[src/rtl/fp_div_seq.sv]
// Sequential IEEE-754 single-precision divider.
// Fixed 28-cycle latency from acceptance to the ready pulse: UNPACK (1), DIV (25),
// PACK (1), DONE (1). Rounding is truncation; subnormal inputs are treated as zero.
module fp_div_seq (
  input  logic        clk,
  input  logic        rst,
  input  logic        valid,
  input  logic [31:0] float_in_1,
  input  logic [31:0] float_in_2,
  input  logic        error_in,
  output logic [31:0] float_out,
  output logic        ready,
  output logic        error_out,
  output logic        busy
);

  localparam logic [2:0] StIdle   = 3'd0;
  localparam logic [2:0] StUnpack = 3'd1;
  localparam logic [2:0] StDiv    = 3'd2;
  localparam logic [2:0] StPack   = 3'd3;
  localparam logic [2:0] StDone   = 3'd4;

  logic [2:0]        state_q, state_d;
  logic [31:0]       a_q, a_d, b_q, b_d;
  logic              err_in_q, err_in_d;
  logic              sign_q, sign_d;
  logic signed [9:0] exp_q, exp_d;
  logic [23:0]       mb_q, mb_d;
  logic [24:0]       rem_q, rem_d;
  logic [24:0]       quo_q, quo_d;
  logic [4:0]        cnt_q, cnt_d;
  logic              nan_q, nan_d, dbz_q, dbz_d, zero_q, zero_d;
  logic [31:0]       fout_q, fout_d;
  logic              eout_q, eout_d;

  // Scratch values used inside the next-state logic.
  logic [7:0]        ea, eb;
  logic              a_zero, b_zero;
  logic [25:0]       diff;
  logic signed [9:0] exp_f;
  logic [22:0]       frac;

  // Next-state and datapath update for every FSM state.
  always_comb begin
    state_d  = state_q;
    a_d      = a_q;
    b_d      = b_q;
    err_in_d = err_in_q;
    sign_d   = sign_q;
    exp_d    = exp_q;
    mb_d     = mb_q;
    rem_d    = rem_q;
    quo_d    = quo_q;
    cnt_d    = cnt_q;
    nan_d    = nan_q;
    dbz_d    = dbz_q;
    zero_d   = zero_q;
    fout_d   = fout_q;
    eout_d   = eout_q;
    ea       = a_q[30:23];
    eb       = b_q[30:23];
    a_zero   = (ea == 8'd0);
    b_zero   = (eb == 8'd0);
    diff     = {1'b0, rem_q} - {2'b00, mb_q};
    exp_f    = quo_q[24] ? exp_q : exp_q - 10'sd1;
    frac     = quo_q[24] ? quo_q[23:1] : quo_q[22:0];

    unique case (state_q)
      StIdle, StDone: begin
        // A new operation may also be taken on the edge that ends DONE.
        state_d = StIdle;
        if (valid) begin
          a_d      = float_in_1;
          b_d      = float_in_2;
          err_in_d = error_in;
          state_d  = StUnpack;
        end
      end
      StUnpack: begin
        sign_d = a_q[31] ^ b_q[31];
        exp_d  = $signed({2'b00, ea}) - $signed({2'b00, eb}) + 10'sd127;
        mb_d   = {1'b1, b_q[22:0]};
        // Ma < 2*Mb, so the first quotient bit is just Ma >= Mb.
        rem_d  = {2'b01, a_q[22:0]};
        quo_d  = '0;
        cnt_d  = '0;
        // Zero exponent covers both true zeros and flushed subnormals.
        nan_d  = (ea == 8'hFF) || (eb == 8'hFF) || (a_zero && b_zero);
        dbz_d  = b_zero && !a_zero;
        zero_d = a_zero;
        state_d = StDiv;
      end
      StDiv: begin
        // Restoring step: subtract divisor if it fits, then shift remainder.
        if (!diff[25]) begin
          quo_d = {quo_q[23:0], 1'b1};
          rem_d = diff[24:0] << 1;
        end else begin
          quo_d = {quo_q[23:0], 1'b0};
          rem_d = rem_q << 1;
        end
        cnt_d = cnt_q + 5'd1;
        if (cnt_q == 5'd24) state_d = StPack;
      end
      StPack: begin
        eout_d = err_in_q;
        if (nan_q) begin
          fout_d = 32'h7FC0_0000;
          eout_d = 1'b1;
        end else if (dbz_q) begin
          fout_d = {sign_q, 31'h7F80_0000};
          eout_d = 1'b1;
        end else if (zero_q) begin
          fout_d = {sign_q, 31'h0};
        end else if (exp_f >= 10'sd255) begin
          fout_d = {sign_q, 31'h7F80_0000};
          eout_d = 1'b1;
        end else if (exp_f <= 10'sd0) begin
          fout_d = {sign_q, 31'h0};
        end else begin
          fout_d = {sign_q, exp_f[7:0], frac};
        end
        state_d = StDone;
      end
      default: state_d = StIdle;
    endcase
  end

  // State registers with synchronous reset; reset wins over any pending operation.
  always_ff @(posedge clk) begin
    if (rst) begin
      state_q  <= StIdle;
      a_q      <= '0;
      b_q      <= '0;
      err_in_q <= 1'b0;
      sign_q   <= 1'b0;
      exp_q    <= '0;
      mb_q     <= '0;
      rem_q    <= '0;
      quo_q    <= '0;
      cnt_q    <= '0;
      nan_q    <= 1'b0;
      dbz_q    <= 1'b0;
      zero_q   <= 1'b0;
      fout_q   <= '0;
      eout_q   <= 1'b0;
    end else begin
      state_q  <= state_d;
      a_q      <= a_d;
      b_q      <= b_d;
      err_in_q <= err_in_d;
      sign_q   <= sign_d;
      exp_q    <= exp_d;
      mb_q     <= mb_d;
      rem_q    <= rem_d;
      quo_q    <= quo_d;
      cnt_q    <= cnt_d;
      nan_q    <= nan_d;
      dbz_q    <= dbz_d;
      zero_q   <= zero_d;
      fout_q   <= fout_d;
      eout_q   <= eout_d;
    end
  end

  assign float_out = fout_q;
  assign error_out = eout_q;
  assign ready     = (state_q == StDone);
  assign busy      = (state_q != StIdle);

endmodule
[config.mk]
export PLATFORM = sky130hd
export DESIGN_NAME = fp_div_seq
export DESIGN_NICKNAME = d
export VERILOG_FILES = /design/src/rtl/fp_div_seq.sv
export SDC_FILE = /design/constraint.sdc
export NUM_CORES = 1
export LEC_CHECK = 0
export CAP_MARGIN = 5
export CORE_ASPECT_RATIO = 1.4
export CORE_UTILIZATION = 52
export DETAILED_ROUTE_END_ITERATION = 12
export PLACE_DENSITY = 0.74
export REMOVE_ABC_BUFFERS = 1
export SYNTH_ARGS = -nofsm -noshare
export SYNTH_HDL_FRONTEND = slang
export SYNTH_SLANG_ARGS = --single-unit
[constraint.sdc]
create_clock -name clk -period 4.33 [get_ports clk]
set_input_delay 0.866 -clock clk [delete_from_list [all_inputs] [get_ports clk]]
set_output_delay 0.866 -clock clk [all_outputs]
set_load 0.02 [all_outputs]
==> results of run 1 <==
[stage by stage]
stage	instance area, µm²	total power [mW]
2_1_floorplan	9170	2.97
3_3_place_gp	10600	3.31
3_5_place_dp	10600	3.32
4_1_cts	11200	4.89
5_1_grt	11200	5.13
6_report	11200	4.86
[final timing paths]
check / start / endpoint / slack [ns] / cells after the start
setup / recovery: mb_q[6] / rem_q[5] / 1.26 / 11
setup reg to reg: mb_q[6] / rem_q[5] / 1.26 / 11
hold reg to reg: b_q[15] / mb_q[15] / 0.45 / 2
hold / removal: b_q[15] / mb_q[15] / 0.45 / 2
[critical path: stages (launching register included)]
cell	delay, ns
dfxtp_1	0.33
inv_1	0.04
ha_1	0.36
nand2_1	0.11
or4b_2	0.60
o21ai_1	0.23
a211oi_1	0.14
o21ai_2	0.14
buf_4	0.43
a211oi_1	0.09
a211o_1	0.29
a32o_1	0.19
[final cells by class]
type,count,area share
clock inverter,15,0.0155
inverter,48,0.0161
clock buffer,17,0.0380
sequential,194,0.347
timing repair buffer,114,0.0990
tap,240,0.0268
multi-input combinational,868,0.458
[layer usage]
metal,wire length [µm],share of wire,vias to the layer above
met3,607,0.029,24
met4,353,0.017,0
met5,0,0,-
li1,-,-,4239
met2,10400,0.50,156
met1,9350,0.45,3849
[sequential cells by signal, summed over array words and instances (netlist names), 3 cells and up]
name / flops
mb_q: 24
quo_q: 25
state_q: 3
b_q: 32
a_q: 32
rem_q: 25
float_out: 32
cnt_q: 5
exp_q: 10
[Yosys cell counts, drive strengths merged, types with 3 or more instances]
library cell | instances | area share
a211oi | 18 | 0.015
o22ai | 8 | 0.0053
a21oi | 146 | 0.077
mux2i | 32 | 0.034
nor2 | 92 | 0.036
nand3b | 3 | 0.0024
inv | 48 | 0.019
nand2b | 8 | 0.0053
dfxtp | 194 | 0.41
xor2 | 14 | 0.013
or3b | 3 | 0.0028
a21o | 7 | 0.0055
or3 | 6 | 0.0045
buf | 17 | 0.013
o21ai | 68 | 0.044
nand2 | 240 | 0.095
a32o | 8 | 0.0084
nor4 | 7 | 0.0046
xnor2 | 19 | 0.017
and2 | 5 | 0.0033
o21a | 6 | 0.0047
nor2b | 9 | 0.0059
or2 | 3 | 0.0020
or4 | 6 | 0.0047
and3 | 4 | 0.0026
a41o | 3 | 0.0032
a211o | 4 | 0.0037
nor3 | 17 | 0.0095
nor3b | 3 | 0.0024
a22oi | 26 | 0.020
a31oi | 5 | 0.0033
nand4 | 14 | 0.0092
o211ai | 11 | 0.0087
ha | 36 | 0.047
nand3 | 8 | 0.0042
clkbuf | 64 | 0.025
[cells by family (layout without fill, tap and decap cells)]
logic type               Yosys count  after routing  share of synthesized area
buffers and inverters            129            194                     0.0567
multiplexers                      32             32                     0.0336
flip-flops                       194            194                      0.407
XOR/XNOR                          33             33                     0.0303
AND/OR/NAND/NOR                  435            435                      0.202
AO/OA/AOI/OAI                    330            330                      0.218
adder cells (fa/ha/maj)           38             38                     0.0515
[power by group through the flow]
stage	registers [mW]	clock network, mW	logic (mW)
after detailed placement	2.00	0	1.33
after global placement	2.00	0	1.32
after global routing	1.97	1.67	1.50
after CTS	1.96	1.60	1.34
final	1.96	1.57	1.34
after floorplan	1.98	0	0.994
==> results.sh, run 1 <==
export IMPL_internal_power_mw=3.26
export IMPL_worstSetupPathType="flip-flop to flip-flop"
export IMPL_drc=0
export IMPL_seq_area_frac_synth=0.407
export IMPL_grt_total_usage=0.230
export IMPL_setup_viol=0
export IMPL_grt_pass1_vias=7568
export IMPL_dp_cells=1464
export IMPL_drt_iter0_markers=567
export IMPL_critPathArrivalTime_ns=3.41
export IMPL_place_congestion=0.879
export IMPL_place_hpwl_um=14100
export IMPL_syn_avg_cell_area_um2=8.00
export IMPL_layout_setup_ws_ns=1.26
export IMPL_multi_input_area_um2=5120
export IMPL_hold_viol=0
export IMPL_detail_route_wl_per_cell_um=13.9
export IMPL_hold_ws_ns=0.452
export IMPL_skew_ns=0.0114
export IMPL_synthCells=1191
export IMPL_insertion_delay_ns=0.44
export IMPL_final_min_clock_period_ns=3.07
export IMPL_tightest_slew_ns=1.16
export IMPL_required_ns=4.66
export IMPL_max_slew_margin=0.230
export IMPL_antenna_found_initial=0
export IMPL_synth_edff_count=0
export IMPL_regArea_um2=3880
export IMPL_ant_nets=0
export IMPL_ys_warn_count=0
export IMPL_p_clk_frac=0.323
export IMPL_fillCellCount=1623
export IMPL_area_delta_synth_final_pct=17.5
export IMPL_die_x_um=116
export IMPL_num_rows=58
export IMPL_port_buffers=102
export IMPL_dr_pass1_iters=6
export IMPL_synthArstFlopShare=0
export IMPL_drv_cap=0
export IMPL_clockRootBuffer="clkbuf_16"
export IMPL_grt_overflow_total=0
export IMPL_leakage_nw=4.09
export IMPL_finalCritPeriodShare=0.710
export IMPL_start_util=0.532
export IMPL_cts_tree="built"
export IMPL_num_antenna_cells=0
export IMPL_drive_above_1_share=0.0669
export IMPL_vias=8268
export IMPL_cts_hold_buf=0
export IMPL_final_util=0.625
export IMPL_core_um2=17900
export IMPL_tns_ns=0
export IMPL_grt_first_pass_wirelength_um=34800
export IMPL_cts_made_buffers=17
export IMPL_peakVddDrop_mv=0.261
export IMPL_busiest_layer="met2"
export IMPL_synth_ff_latch_count=194
export IMPL_switching_share=0.330
export IMPL_instances_no_fill=1496
export IMPL_clock_sinks=194
export IMPL_place_ws_ns=1.27
export IMPL_cts_resized=0
export IMPL_max_clock_path_buffers=2
export IMPL_grtUsageMet3=0.0347
export IMPL_synth_cell_types=68
export IMPL_power_density_nw_per_um2=435
export IMPL_die_y_um=162
export IMPL_hold_path_class="flip-flop to flip-flop"
export IMPL_final_common_cell="nand2_1"
export IMPL_rsz0062_at_grt="false"
export IMPL_synth_ff_type="dfxtp_1"
export IMPL_use_met1=0.281
export IMPL_worstSetupEndpointType="flip-flop"
export IMPL_die_area_um2=18900
export IMPL_gr_usage_met2=0.403
export IMPL_io_pins=103
export IMPL_timing_fmax_ghz=0.325
export IMPL_nets=1349
export IMPL_cts_setup_buffers=0
export IMPL_grt_max_degree=58
export IMPL_report_final_slew_viol_count=0
export IMPL_p_sw_mw=1.60
export IMPL_layout_common_cells="239 x nand2_1, 194 x dfxtp_1, 146 x a21oi_1, 101 x clkdlybuf4s50_1, 92 x nor2_1"
export IMPL_clkSlewWorstSetupHoldPaths_ns=0.07
export IMPL_htree_levels=4
export IMPL_crit_path_start_kind="flip-flop"
export IMPL_p_seq_frac=0.402
export IMPL_drt_wl_total_um=20700
export IMPL_p_comb_frac=0.275
export IMPL_run_status="complete, no violations"
export IMPL_viasPerCell=5.53
export IMPL_syn_area_um2=9530
export IMPL_cp_max_fo=41
No activity file was read; power rests on OpenSTA's default activity.
==> run 2: changes to the inputs <==
==> constraint.sdc (replaced) <==
create_clock -name clk -period 3.2 [get_ports clk]
set_input_delay 0.64 -clock clk [delete_from_list [all_inputs] [get_ports clk]]
set_output_delay 0.64 -clock clk [all_outputs]
set_load 0.02 [all_outputs]
==> run 2 against run 1 <==
Net effect:
- design area increased by 0.63%
- clock-buffer cell count unchanged
- critical endpoint is now float_out[0]
- largest power group unchanged
- power increased by 36%
- critical path depth decreased by 2
==> results.sh, run 2 (synthesized netlist as in run 1, its figures left out) <==
export IMPL_regArea_um2=3880
export IMPL_worstHoldStart="a_q[14]"
export IMPL_place_ws_ns=0.162
export IMPL_core_um2=17900
export IMPL_place_hpwl_um=14100
export IMPL_holdPathStages=2
export IMPL_die_x_um=116
export IMPL_r2r_slack_ns=0.16
export IMPL_layout_setup_ws_ns=0.165
export IMPL_finalCritPeriodShare=0.948
export IMPL_power_density_nw_per_um2=589
export IMPL_port_buffers=102
export IMPL_ant_nets=0
export IMPL_drive_above_1_share=0.0706
export IMPL_vias=8184
export IMPL_cts_setup_buffers=0
export IMPL_critPathTopFamily="simple AND/OR/NAND/NOR gates"
export IMPL_layout_common_cells="239 x nand2_1, 194 x dfxtp_1, 146 x a21oi_1, 101 x clkdlybuf4s50_1, 92 x nor2_1"
export IMPL_internal_power_mw=4.42
export IMPL_final_common_cell="nand2_1"
export IMPL_final_min_clock_period_ns=3.04
export IMPL_setup_viol=0
export IMPL_slowest_stage="o41a_4"
export IMPL_cts_hold_buf=0
export IMPL_antenna_found_initial=0
export IMPL_hold_end="a_q[14]"
export IMPL_timing_rr_start="exp_q[0]"
export IMPL_num_antenna_cells=0
export IMPL_num_rows=58
export IMPL_nets=1354
export IMPL_grt_first_pass_wirelength_um=35100
export IMPL_cts_made_buffers=17
export IMPL_grt_pass1_vias=7526
export IMPL_tightest_slew_ns=1.05
export IMPL_hold_viol=0
export IMPL_detail_route_wl_per_cell_um=13.8
export IMPL_clkSlewWorstSetupHoldPaths_ns=0.07
export IMPL_fillCellCount=1615
export IMPL_htree_levels=4
export IMPL_worstSetupEndpointType="flip-flop"
export IMPL_crit_buf_inv=1
export IMPL_p_sw_mw=2.22
export IMPL_grt_max_degree=81
export IMPL_worstSetupPathType="flip-flop to flip-flop"
export IMPL_worstPathCellList="inv_1, ha_1, or3b_1, or3_4, a211oi_2, a21oi_1, o41a_4, nand4b_4, o21ai_0"
export IMPL_placed_area_um2=10700
export IMPL_rsz0062_at_grt="false"
export IMPL_dr_pass1_iters=5
export IMPL_hold_path_class="flip-flop to flip-flop"
export IMPL_required_ns=3.51
export IMPL_drt_iter0_markers=506
export IMPL_reg2reg_depth=9
export IMPL_multi_input_area_um2=5120
export IMPL_grt_total_usage=0.231
export IMPL_viasPerCell=5.45
export IMPL_place_congestion=0.879
export IMPL_run_status="complete, no violations"
export IMPL_finalPower_mw=6.64
export IMPL_io_pins=103
export IMPL_clockRootBuffer="clkbuf_16"
export IMPL_cts_resized=0
export IMPL_fin_area_um2=11300
export IMPL_start_util=0.532
export IMPL_p_comb_frac=0.284
export IMPL_crit_path_max_incr_delay_ns=0.54
export IMPL_m1WireLength_um=9560
export IMPL_skew_ns=0.00851
export IMPL_p_clk_frac=0.317
export IMPL_p_seq_frac=0.399
export IMPL_die_area_um2=18900
export IMPL_drt_wl_total_um=20700
export IMPL_die_y_um=162
export IMPL_leakage_nw=4.12
export IMPL_max_slew_margin=0.300
export IMPL_wl_met3_um=718
export IMPL_timing_rr_end="float_out[0]"
export IMPL_critPathArrivalTime_ns=3.35
export IMPL_drc=0
export IMPL_wl_met2_um=10000
export IMPL_grt_overflow_total=0
export IMPL_cp_max_fo=22
export IMPL_timing_fmax_ghz=0.329
export IMPL_report_final_slew_viol_count=0
export IMPL_max_clock_path_buffers=2
export IMPL_insertion_delay_ns=0.44
export IMPL_peakVddDrop_mv=0.359
export IMPL_clock_sinks=194
export IMPL_cts_tree="built"
export IMPL_top_layer="met4"
export IMPL_area_delta_synth_final_pct=18.2
export IMPL_switching_share=0.334
export IMPL_drv_cap=0
export IMPL_crit_path_start_kind="flip-flop"
export IMPL_final_util=0.629
-- run 2: through the flow --
stage	hold WS, ns	std cells	TNS [ns]
2_1_floorplan	0.426	1110	-49.80
3_3_place_gp	0.436	1469	0
3_5_place_dp	0.441	1469	0
4_1_cts	0.455	1501	0
5_1_grt	0.470	1501	0
6_report	0.453	1501	0
-- run 2: layout make-up --
class                      instances  share of cell area
sequential                       194               0.345
clock inverter                    15              0.0150
tap                              240              0.0267
clock buffer                      17              0.0378
multi-input combinational        868               0.455
inverter                          48              0.0160
timing repair buffer             119               0.105
-- run 2: routing by layer --
metal | up-vias | GRT usage
met2 | 162 | 0.375
met3 | 29 | 0.0366
met4 | 0 | 0.0944
met1 | 3753 | 0.301
li1 | 4240 | -
met5 | - | 0
-- run 2: worst max path at each step --
stage / slack (ns) / depth (start not counted) / end / from
after floorplan: -1.54 / 3 / rem_q[3] / state_q[1]
after CTS: 0.13 / 9 / float_out[0] / exp_q[0]
after global routing: 0.007 / 11 / rem_q[1] / mb_q[6]
final: 0.16 / 9 / float_out[0] / exp_q[0]
after global placement: 0.25 / 9 / float_out[0] / exp_q[0]
after detailed placement: 0.16 / 9 / float_out[0] / exp_q[0]
-- run 2: worst min-delay path: cells and delay by family, from the launching register on --
| family | cells | cell delay [ns] |
|---|---|---|
| flops | 1 | 0.31 |
| compound gates | 1 | 0.05 |
| simple gates | 1 | 0.05 |
-- run 2: power groups by stage --
stage | combinational, mW | sequential [mW] | clock (mW)
global route | 2.11 | 2.67 | 2.26
floorplan | 1.35 | 2.68 | 0
CTS | 1.89 | 2.65 | 2.15
finish | 1.88 | 2.65 | 2.10
detailed placement | 1.87 | 2.70 | 0
global placement | 1.86 | 2.70 | 0
==> run 3: changes to the inputs <==
--- a/config.mk
+++ b/config.mk
@@ -7,9 +7,10 @@
 export LEC_CHECK = 0
 export CAP_MARGIN = 5
 export CORE_ASPECT_RATIO = 1.4
-export CORE_UTILIZATION = 52
+export CORE_UTILIZATION = 50
+export CTS_CLUSTER_DIAMETER = 150
 export DETAILED_ROUTE_END_ITERATION = 12
-export PLACE_DENSITY = 0.74
+export PLACE_DENSITY = 0.72
 export REMOVE_ABC_BUFFERS = 1
 export SYNTH_ARGS = -nofsm -noshare
 export SYNTH_HDL_FRONTEND = slang
==> run 3 against run 2 <==
Net effect:
- first-iteration DRC count down 20%
- critical path type unchanged
- via count grew 1.1%
- hold slack improved by 0.0023 ns
- global-route usage down 0.85 points
==> results.sh, run 3 (synthesized netlist as in run 1, its figures left out) <==
export IMPL_report_final_slew_viol_count=0
export IMPL_io_pins=103
export IMPL_final_min_clock_period_ns=2.98
export IMPL_drt_wl_total_um=20800
export IMPL_cts_tree="built"
export IMPL_dr_pass1_iters=5
export IMPL_die_area_um2=19600
export IMPL_rsz0062_at_grt="false"
export IMPL_crit_buf_inv=1
export IMPL_nets=1355
export IMPL_hold_viol=0
export IMPL_peakVddDrop_mv=0.397
export IMPL_die_y_um=165
export IMPL_leakage_nw=4.12
export IMPL_cts_resized=0
export IMPL_grt_max_degree=117
export IMPL_htree_levels=4
export IMPL_insertion_delay_ns=0.44
export IMPL_slowest_stage="o41a_4"
export IMPL_place_hpwl_um=14500
export IMPL_finalCritPeriodShare=0.930
export IMPL_r2r_slack_ns=0.22
export IMPL_cts_made_buffers=17
export IMPL_setup_viol=0
export IMPL_final_common_cell="nand2_1"
export IMPL_grt_overflow_total=0
export IMPL_power_density_nw_per_um2=586
export IMPL_drive_above_1_share=0.0713
export IMPL_crit_cells=9
export IMPL_antenna_found_initial=0
export IMPL_max_clock_path_buffers=2
export IMPL_reg2reg_depth=9
export IMPL_grt_first_pass_wirelength_um=35600
export IMPL_drc=0
export IMPL_hold_path_class="flip-flop to flip-flop"
export IMPL_viasPerCell=5.49
export IMPL_layout_common_cells="239 x nand2_1, 194 x dfxtp_1, 146 x a21oi_1, 101 x clkdlybuf4s50_1, 92 x nor2_1"
export IMPL_critPathTopFamily="simple AND/OR/NAND/NOR gates"
export IMPL_grt_total_usage=0.222
export IMPL_clockRootBuffer="clkbuf_16"
export IMPL_vias=8275
export IMPL_tightest_slew_ns=1.17
export IMPL_die_x_um=119
export IMPL_area_delta_synth_final_pct=18.1
export IMPL_tns_ns=0
export IMPL_clock_sinks=194
export IMPL_fillCellCount=1761
export IMPL_holdPathStages=2
export IMPL_clkSlewWorstSetupHoldPaths_ns=0.08
export IMPL_worstPathCellList="inv_1, ha_1, or3b_1, or3_4, a211oi_2, a21oi_1, o41a_4, nand4b_4, o21ai_0"
export IMPL_place_congestion=0.892
export IMPL_hold_ws_ns=0.455
export IMPL_required_ns=3.51
export IMPL_run_status="complete, no violations"
export IMPL_cts_setup_buffers=0
export IMPL_num_antenna_cells=0
export IMPL_critPathArrivalTime_ns=3.29
export IMPL_drv_cap=0
export IMPL_cp_max_fo=22
export IMPL_num_rows=59
export IMPL_ant_nets=0
export IMPL_crit_path_max_incr_delay_ns=0.53
export IMPL_worstSetupEndpointType="flip-flop"
export IMPL_drt_iter0_markers=405
export IMPL_max_slew_margin=0.218
export IMPL_start_util=0.512
export IMPL_worstSetupPathType="flip-flop to flip-flop"
export IMPL_detail_route_wl_per_cell_um=13.8
export IMPL_port_buffers=102
export IMPL_core_um2=18600
export IMPL_cts_hold_buf=0
export IMPL_crit_path_start_kind="flip-flop"
export IMPL_timing_fmax_ghz=0.336
export IMPL_grt_pass1_vias=7561
export IMPL_skew_ns=0.00852
==> run 3: cell types whose count changed in the layout (fill, tap and decap cells not counted) <==
cell / previous run / this run
inv_6: 2 / 5
inv_8: 7 / 4
buf_4: 15 / 17
buf_12: 3 / 2
==> run 3: layer usage <==
layer	vias to the layer above	part of all wire	GRT usage
li1	4260	-	-
met1	3808	0.45	0.267
met2	174	0.49	0.396
met3	33	0.038	0.0402
met4	0	0.022	0.0794
met5	-	0	0
==> run 3: stage by stage <==
stage               cell area [µm²]  cells   util  setup WS, ns  power [mW]
global placement              10700   1474  0.574         0.285        4.53
finish                        11300   1506  0.605         0.224        6.60
floorplan                      9170   1110      -         -1.54        4.02
CTS                           11300   1506  0.605         0.210        6.64
detailed placement            10700   1474  0.574         0.225        4.57
global route                  11300   1506  0.605        0.0519        7.01
==> run 3: where the power goes <==
| group | switching [mW] | internal (mW) | total, mW |
|---|---|---|---|
| Clock | 1.03 | 1.05 | 2.08 |
| Combinational | 1.07 | 0.807 | 1.88 |
| Sequential | 0.108 | 2.54 | 2.65 |
==> run 3: area by class of cell <==
| class | count | area (µm²) | area share |
|---|---|---|---|
| Clock inverter | 15 | 161 | 0.0143 |
| Multi-Input combinational cell | 868 | 5120 | 0.455 |
| Sequential cell | 194 | 3880 | 0.345 |
| Timing Repair Buffer | 120 | 1180 | 0.105 |
| Tap cell | 244 | 305 | 0.0271 |
| Inverter | 48 | 180 | 0.0160 |
| Clock buffer | 17 | 425 | 0.0378 |
==> run 3: final timing paths <==
kind,from,end
worst max-delay path,exp_q[0],float_out[0]
worst min-delay path,float_out[7],float_out[7]
worst max register to register,exp_q[0],float_out[0]
worst min register to register,float_out[7],float_out[7]
==> run 3: tightest hold or removal path: cells and delay by family (launching register included) <==
kind,cells,cell delay (ns)
AO/OA/AOI/OAI,1,0.04
AND/OR/NAND/NOR,1,0.06
flip-flops,1,0.33
